===== src/rtl/interlace_fetch_scheduler.sv =====
// Interlaced frame-buffer line fetch scheduler: one memory read request per output
// line tick, alternating field parity, with underrun detection on dropped ticks.
module interlace_fetch_scheduler #(
  parameter  int V_ACTIVE    = 1080,
  parameter  int LINE_STRIDE = 2048,
  parameter  int BASE_ADDR   = 0,
  parameter  int ADDR_W      = 24,
  localparam int LINES       = V_ACTIVE / 2,
  localparam int IDX_W       = $clog2(LINES) + 1
) (
  input  logic              sys_clk,
  input  logic              rst,
  input  logic              enable,
  input  logic              field_start,
  input  logic              line_tick,
  output logic              rd_req,
  output logic [ADDR_W-1:0] rd_addr,
  input  logic              rd_ack,
  input  logic              rd_done,
  output logic              field_o,
  output logic [IDX_W-1:0]  line_idx_o,
  output logic              busy,
  output logic              underrun,
  output logic [7:0]        underrun_cnt
);

  // state     | meaning
  // IDLE      | disabled or no field started yet; ticks ignored
  // WAIT_TICK | field active, waiting for the next line tick
  // REQ       | rd_req asserted, waiting for rd_ack
  // FETCH     | request accepted, waiting for rd_done
  typedef enum logic [1:0] {IDLE, WAIT_TICK, REQ, FETCH} state_t;

  state_t state, state_nxt;

  logic             first_field;
  logic             stale;
  logic             field_q;
  logic [IDX_W-1:0] line_idx;
  logic             fs_en;
  logic             in_flight;
  logic             field_eff;
  logic [IDX_W-1:0] idx_eff;
  logic [ADDR_W-1:0] line_num;
  logic [ADDR_W-1:0] addr_calc;

  assign fs_en     = field_start & enable;
  assign in_flight = (state == REQ) || (state == FETCH);

  // A field start in the same cycle as a tick must address line 0 of the new field.
  always_comb begin
    field_eff = field_q;
    idx_eff   = line_idx;
    if (fs_en) begin
      field_eff = (state == IDLE || first_field) ? 1'b0 : ~field_q;
      idx_eff   = '0;
    end
  end

  assign line_num  = ADDR_W'({idx_eff, field_eff});
  assign addr_calc = ADDR_W'(BASE_ADDR) + line_num * ADDR_W'(LINE_STRIDE);

  always_ff @(posedge sys_clk) begin
    if (rst) state <= IDLE;
    else     state <= state_nxt;
  end

  always_comb begin
    state_nxt = state;
    case (state)
      IDLE: begin
        if (fs_en) state_nxt = line_tick ? REQ : WAIT_TICK;
      end
      WAIT_TICK: begin
        if (!enable)
          state_nxt = IDLE;
        else if (line_tick && (idx_eff < IDX_W'(LINES)))
          state_nxt = REQ;
      end
      REQ: begin
        if (rd_ack) state_nxt = FETCH;
      end
      FETCH: begin
        if (rd_done) state_nxt = enable ? WAIT_TICK : IDLE;
      end
      default: state_nxt = IDLE;
    endcase
  end

  always_comb begin
    rd_req = (state == REQ);
    busy   = in_flight;
  end

  always_ff @(posedge sys_clk) begin
    if (rst) begin
      rd_addr      <= '0;
      field_q      <= 1'b0;
      line_idx     <= '0;
      first_field  <= 1'b1;
      stale        <= 1'b0;
      underrun     <= 1'b0;
      underrun_cnt <= 8'd0;
    end else begin
      underrun <= line_tick & in_flight;
      if (line_tick && in_flight && (underrun_cnt != 8'hFF))
        underrun_cnt <= underrun_cnt + 8'd1;

      if (fs_en) begin
        field_q     <= field_eff;
        line_idx    <= '0;
        first_field <= 1'b0;
        // The line in flight belongs to the old field; if it completes this very
        // cycle there is nothing left to discount.
        if (in_flight)
          stale <= ~((state == FETCH) && rd_done);
      end else if ((state == FETCH) && rd_done) begin
        if (stale) stale    <= 1'b0;
        else       line_idx <= line_idx + IDX_W'(1);
      end

      if ((state_nxt == REQ) && (state != REQ))
        rd_addr <= addr_calc;
    end
  end

  assign field_o    = field_q;
  assign line_idx_o = line_idx;

endmodule


===== config.mk =====
export PLATFORM = sky130hd
export DESIGN_NAME = interlace_fetch_scheduler
export DESIGN_NICKNAME = d
export VERILOG_FILES = /design/src/rtl/interlace_fetch_scheduler.sv
export SDC_FILE = /design/constraint.sdc
export NUM_CORES = 1
export LEC_CHECK = 0
export CORE_MARGIN = 3
export CORE_UTILIZATION = 50
export CTS_BUF_LIST = sky130_fd_sc_hd__clkbuf_16
export CTS_CLUSTER_DIAMETER = 200
export DETAILED_ROUTE_END_ITERATION = 12
export PLACE_DENSITY = 0.85
export SETUP_SLACK_MARGIN = 0.5
export SYNTH_ARGS = -nofsm -noshare
export SYNTH_HDL_FRONTEND = slang
export SYNTH_SLANG_ARGS = --single-unit

===== constraint.sdc =====
create_clock -name sys_clk -period 4 [get_ports sys_clk]
set_input_delay 0.8 -clock sys_clk [delete_from_list [all_inputs] [get_ports sys_clk]]
set_output_delay 0.8 -clock sys_clk [all_outputs]
set_load 0.005 [all_outputs]

; Yosys cells after proc, flatten, opt, wreduce, memory -nomap -nowiden
; Cells that the tools add are included.
[totals]
register_bits = 37
in_bits = 7
elab_cells = 49
[op_classes]
n_addsub = 2
n_lt_le_gt_ge = 1
eq_ne = 7
muxes = 14
bitwise = 5
reduce_logical = 12
[ops]
columns = cell, n
row1 = 2-bit two-way mux, 6
row2 = 11-bit by 1-bit adder with 11-bit output (second input constant), 1
row3 = 11-bit by 10-bit less-than comparator with 1-bit output (second input constant), 1
row4 = 11-bit two-way mux, 1
row5 = 8-bit by 1-bit adder with 8-bit output (second input constant), 1
row6 = 8-bit inequality test (second input constant), 1
row7 = 2-bit one-hot mux with 4 select lines, 1
row8 = 2-bit equality test (second input constant), 3
row9 = 1-bit two-way mux, 6
row10 = 1-bit logical AND, 5
row11 = 2-bit AND reduction, 2
row12 = 1-bit inverter, 3
row13 = 1-bit AND, 2
row14 = 2-bit by 1-bit equality test with 1-bit output (second input constant), 1
row15 = 2-bit zero test, 1
row16 = 1-bit logical OR, 2
row17 = 2-bit by 1-bit inequality test with 1-bit output (second input constant), 1
row18 = 2-bit inequality test (second input constant), 1
row19 = 2-bit nonzero test, 1
row20 = 2-bit OR reduction, 1

; Longest topological paths before layout
[depth]
ltp_word = 9
mapped_depth = 7
depth_no_buf = 6

; Worst setup path after synthesis
; OpenSTA, ideal clock, no wires.
[synth_timing]
kind = input-to-reg
from = input port enable
to = register rd_addr[11]
setup_ns = 0.121
t_arrival_ns = 2.010
required_time_ns = 3.879
setup_slack_ns = 1.870
path_stages = 6
cell_sequence = buf_6 > a21bo_2 > a2111oi_0 > a21oi_1 > nand3_2 > mux2_2
[synth_via]
elab_chain_cells = 9
elab_cells_between_ends = 13
classes_between = 1 x order compare / 1 x eq/ne / 8 x mux / 1 x bitwise / 2 x reduce/logical
[synth_rtl]
columns = element, line_no
row1 = from (decl), 13  ; input logic enable,
row2 = 1-bit AND, 47  ; assign fs_en = field_start & enable;
row3 = 11-bit two-way mux, 54  ; if (fs_en) begin
row4 = 11-bit by 10-bit less-than comparator with 1-bit output, 77  ; else if (line_tick && (idx_eff < IDX_W'(LINES)))
row5 = 1-bit logical AND, 77
row6 = 2-bit two-way mux, 77
row7 = 2-bit two-way mux, 75  ; if (!enable)
row8 = 2-bit one-hot mux with 4 select lines, 70  ; case (state)
row9 = 2-bit equality test, 122  ; if ((state_nxt == REQ) && (state != REQ))
row10 = 1-bit logical AND, 122
row11 = to (signal assigned), 123  ; rd_addr <= addr_calc;
row12 = to (decl), 17  ; output logic [ADDR_W-1:0] rd_addr,
; Parallel ways exist; a longest one is shown, timed or not.
; A chain may end at the register's enable or synchronous reset.

; Worst setup path after layout
; Ends and elaborated chain as after synthesis.

==> Flow_metrics.wiki <==
{| class="wikitable"
! Metric !! Value
|-
| Floorplan Core Area || 0.00320 mm^2
|-
| Switching portion of total power || 0.216
|-
| Remaining Overflow, GRT || 0
|-
| Slew of the pin with the lowest slew margin || 0.670 ns
|-
| Number of violations reported at the end of detailed-routing iteration 0 || 86
|-
| Internal power || 617 uW
|-
| Pleak || 0.000880 uW
|-
| Sort of element at the end of the critical path || register
|-
| Count of final setup violators || 0
|-
| Total Nets Final || 242
|-
| TritonCTS clock tree || built
|-
| Placement Rows || 20
|-
| Maximum clock insertion buffer count || 2
|-
| Hold crit path type || register to register
|-
| DRT antenna net count || 0
|-
| Number of gates resized after cts || 0
|-
| Final cell count without fillers || 277
|-
| Clock net sink count || 37
|-
| # H-tree levels || 2
|-
| Status || finished, final reports clean
|-
| P per Cell Area || 346 mW/mm^2
|-
| Largest clock skew in the final design || 0.00616 ns
|-
| Number of vias per cell || 5.11
|-
| Setup repair after global routing missed its margin || no
|-
| Cells after Synth || 195
|-
| Area growth from synthesis to layout || 28.2%
|-
| Final critical path time including I/O delays and setup || 2.64 ns
|-
| Length of the first detailed-routing pass in iterations || 4
|-
| All-layer global routing usage || 0.190
|-
| Worst-Skew Late Latency || 0.28 ns
|-
| Flip-flop and latch count after synthesis || 37
|-
| Most common cell after layout, fill and taps aside || sky130_fd_sc_hd__clkdlybuf4s50_1
|-
| Power dissipated by switching net loads || 170 uW
|-
| Sequential cell area fraction in the yosys report || 0.418
|-
| Placed cell count || 270
|-
| Yosys warning count || 0
|-
| Total wire length || 3690 um
|-
| Average cell area after synthesis || 9.09 um^2
|-
| Cell area after placement || 0.00214 mm^2
|-
| I/O pins || 54
|-
| Diodes inserted || 0
|-
| Signal arrival time at the worst endpoint || 2.81 ns
|-
| Peak supply drop || 265 uV
|-
| Flop pwr share || 0.479
|-
| Pin count of the biggest net entering global routing || 28
|-
| Number of library cell types mapped by synthesis || 42
|-
| GP Congestion || 0.754
|-
| Cts bufs inserted || 5
|-
| Wire length of the first global-routing pass || 6120 um
|-
| DIE AREA || 0.00430 mm^2
|-
| Fill count || 269
|-
| Clock slew at the register clock pins of the worst setup and hold paths || 0.05 ns
|-
| Fraction of power consumed by combinational cells || 0.063
|-
| Routed len/inst || 13.3 um
|-
| Layout cells sized above 1 || 0.0558
|-
| Sum of net half-perimeters after detailed placement || 2570 um
|-
| Part of the power in the clock network || 0.458
|-
| Slew headroom || 0.554
|-
| IO buf count || 41
|-
| Initial core utilization || 0.554
|-
| Die width || 65.5 um
|-
| Cell at the root of the clock tree || sky130_fd_sc_hd__clkbuf_16
|-
| Portion of the clock cycle consumed by the worst path in the final layout || 0.659
|-
| Final routed DRC violation total || 0
|-
| Number of global-route vias before repair || 1316
|-
| Number of buffers inserted by hold repair at cts || 0
|-
| Critical setup path kind || primary input to register
|-
| Reg-to-reg setup timing slack || 1.98 ns
|-
| Antenna violations before repair || 0
|-
| Nature of the critical path startpoint || primary input
|-
| Max-Cap Viols || 0
|-
| Highest fanout seen on the critical path || 12
|-
| Max-slew violation total from the final report || 0
|-
| Non-Filler Cell Area, Final || 0.00227 mm^2
|-
| Highest-count cells in the layout ignoring fill and taps || sky130_fd_sc_hd__clkdlybuf4s50_1 (41), sky130_fd_sc_hd__dfxtp_1 (37), sky130_fd_sc_hd__nand2_1 (23)
|-
| Sum of negative setup slack || 0 ns
|-
| Die height || 65.5 um
|-
| Required time of the worst setup path || 4.17 ns
|-
| Via count || 1416
|-
| Post CTS Setup Buffer Count || 0
|-
| Maximum clock frequency || 0.379 GHz
|-
| Netlist area before placement || 0.00177 mm^2
|-
| Hold violation total from the final report || 0
|}
-- registers in the layout (all words and copies together), names as in the netlist --
| name | count |
|---|---|
| first_field | 1 |
| stale | 1 |
| state | 2 |
| line_idx_o | 11 |
| field_o | 1 |
| underrun | 1 |
| underrun_cnt | 8 |
| rd_addr | 12 |
-- path summary, 6_finish.rpt --
kind | start | to | cells past startpoint
worst max-delay path | enable | rd_addr[11] | 6
worst min-delay path | first_field | first_field | 1
worst max register to register | line_idx_o[9] | rd_addr[11] | 5
worst min register to register | first_field | first_field | 1
-- stage by stage --
step / power [uW] / worst slack (ns) / util / hold WS [ns]
finish: 787 / 1.36 / 0.710 / 0.451
global route: 816 / 1.23 / 0.710 / 0.467
CTS: 793 / 1.37 / 0.710 / 0.454
detailed placement: 433 / 1.08 / 0.668 / 0.442
global placement: 433 / 1.15 / 0.668 / 0.441
floorplan: 428 / 1.87 / - / 0.427
-- cell families after synthesis --
| logic type | count (synthesis) | synth area share |
|---|---|---|
| AND/OR/NAND/NOR | 82 | 0.246 |
| buffers and inverters | 23 | 0.0847 |
| multiplexers | 13 | 0.0741 |
| XOR/XNOR | 14 | 0.0692 |
| AO/OA/AOI/OAI | 23 | 0.0925 |
| flip-flops | 37 | 0.418 |
| other | 1 | 0.00212 |
| adder cells (fa/ha/maj) | 2 | 0.0141 |
-- layer usage --
layer | GRT usage | routed length, um | share of wire
met1 | 0.229 | 1720 | 0.47
met2 | 0.301 | 1720 | 0.47
met3 | 0.0598 | 155 | 0.042
met4 | 0.101 | 91 | 0.025
met5 | 0 | 0 | 0
-- power by group through the flow --
stage | combinational, uW | clock [uW] | sequential (uW)
2_1_floorplan | 47.1 | 0 | 381
3_3_place_gp | 48.6 | 0 | 384
3_5_place_dp | 48.9 | 0 | 384
4_1_cts | 49.5 | 368 | 376
5_1_grt | 54.4 | 385 | 377
6_report | 49.8 | 360 | 377
-- critical path, cell delays in order --
cell                              delay (ns)
sky130_fd_sc_hd__clkdlybuf4s50_1        0.52
sky130_fd_sc_hd__a21bo_2                0.27
sky130_fd_sc_hd__a2111oi_0              0.41
sky130_fd_sc_hd__a21oi_1                0.12
sky130_fd_sc_hd__nand3_2                0.31
sky130_fd_sc_hd__mux2_2                 0.37
-- cell usage after synthesis --
master | count | area share
sky130_fd_sc_hd__buf_2 | 2 | 0.0056
sky130_fd_sc_hd__a2111oi_0 | 1 | 0.0049
sky130_fd_sc_hd__nand2_1 | 23 | 0.049
sky130_fd_sc_hd__buf_6 | 2 | 0.013
sky130_fd_sc_hd__nand2b_1 | 11 | 0.039
sky130_fd_sc_hd__nor2_1 | 20 | 0.042
sky130_fd_sc_hd__o21bai_1 | 1 | 0.0042
sky130_fd_sc_hd__nor3_1 | 3 | 0.0085
sky130_fd_sc_hd__nand3b_1 | 1 | 0.0042
sky130_fd_sc_hd__and3b_1 | 1 | 0.0049
sky130_fd_sc_hd__o21ai_0 | 5 | 0.014
sky130_fd_sc_hd__a21o_1 | 1 | 0.0042
sky130_fd_sc_hd__mux2i_1 | 12 | 0.068
sky130_fd_sc_hd__and4b_1 | 2 | 0.011
sky130_fd_sc_hd__buf_4 | 12 | 0.051
sky130_fd_sc_hd__clkbuf_1 | 5 | 0.011
sky130_fd_sc_hd__dfxtp_1 | 37 | 0.42
sky130_fd_sc_hd__conb_1 | 1 | 0.0021
sky130_fd_sc_hd__nor4_1 | 1 | 0.0035
sky130_fd_sc_hd__mux2_2 | 1 | 0.0064
sky130_fd_sc_hd__nor4_4 | 1 | 0.012
sky130_fd_sc_hd__a311oi_1 | 1 | 0.0049
sky130_fd_sc_hd__inv_1 | 1 | 0.0021
sky130_fd_sc_hd__nand4_2 | 1 | 0.0071
sky130_fd_sc_hd__nand3_2 | 1 | 0.0056
sky130_fd_sc_hd__nand3_1 | 5 | 0.014
sky130_fd_sc_hd__and4_1 | 1 | 0.0049
sky130_fd_sc_hd__and3_1 | 3 | 0.011
sky130_fd_sc_hd__ha_1 | 2 | 0.014
sky130_fd_sc_hd__xor2_1 | 8 | 0.040
sky130_fd_sc_hd__or3_1 | 3 | 0.011
sky130_fd_sc_hd__a21oi_1 | 8 | 0.023
sky130_fd_sc_hd__nor2b_1 | 3 | 0.011
sky130_fd_sc_hd__nand4_1 | 1 | 0.0035
sky130_fd_sc_hd__a31oi_1 | 2 | 0.0071
sky130_fd_sc_hd__nor3b_1 | 1 | 0.0042
sky130_fd_sc_hd__a211oi_2 | 1 | 0.0071
sky130_fd_sc_hd__a41o_1 | 1 | 0.0056
sky130_fd_sc_hd__a21bo_2 | 1 | 0.0056
sky130_fd_sc_hd__clkbuf_2 | 1 | 0.0028
sky130_fd_sc_hd__o31ai_4 | 1 | 0.012
sky130_fd_sc_hd__xnor2_1 | 6 | 0.030
-- layout make-up --
| cell class | count | area, um^2 | share of cell area |
|---|---|---|---|
| Sequential cell | 37 | 741 | 0.326 |
| Inverter | 1 | 3.75 | 0.00165 |
| Multi-Input combinational cell | 146 | 923 | 0.406 |
| Clock buffer | 5 | 125 | 0.0550 |
| Clock inverter | 2 | 7.51 | 0.00330 |
| Timing Repair Buffer | 42 | 418 | 0.184 |
| Tap cell | 44 | 55.1 | 0.0242 |
Note: power is estimated with default switching activity, not from simulation.
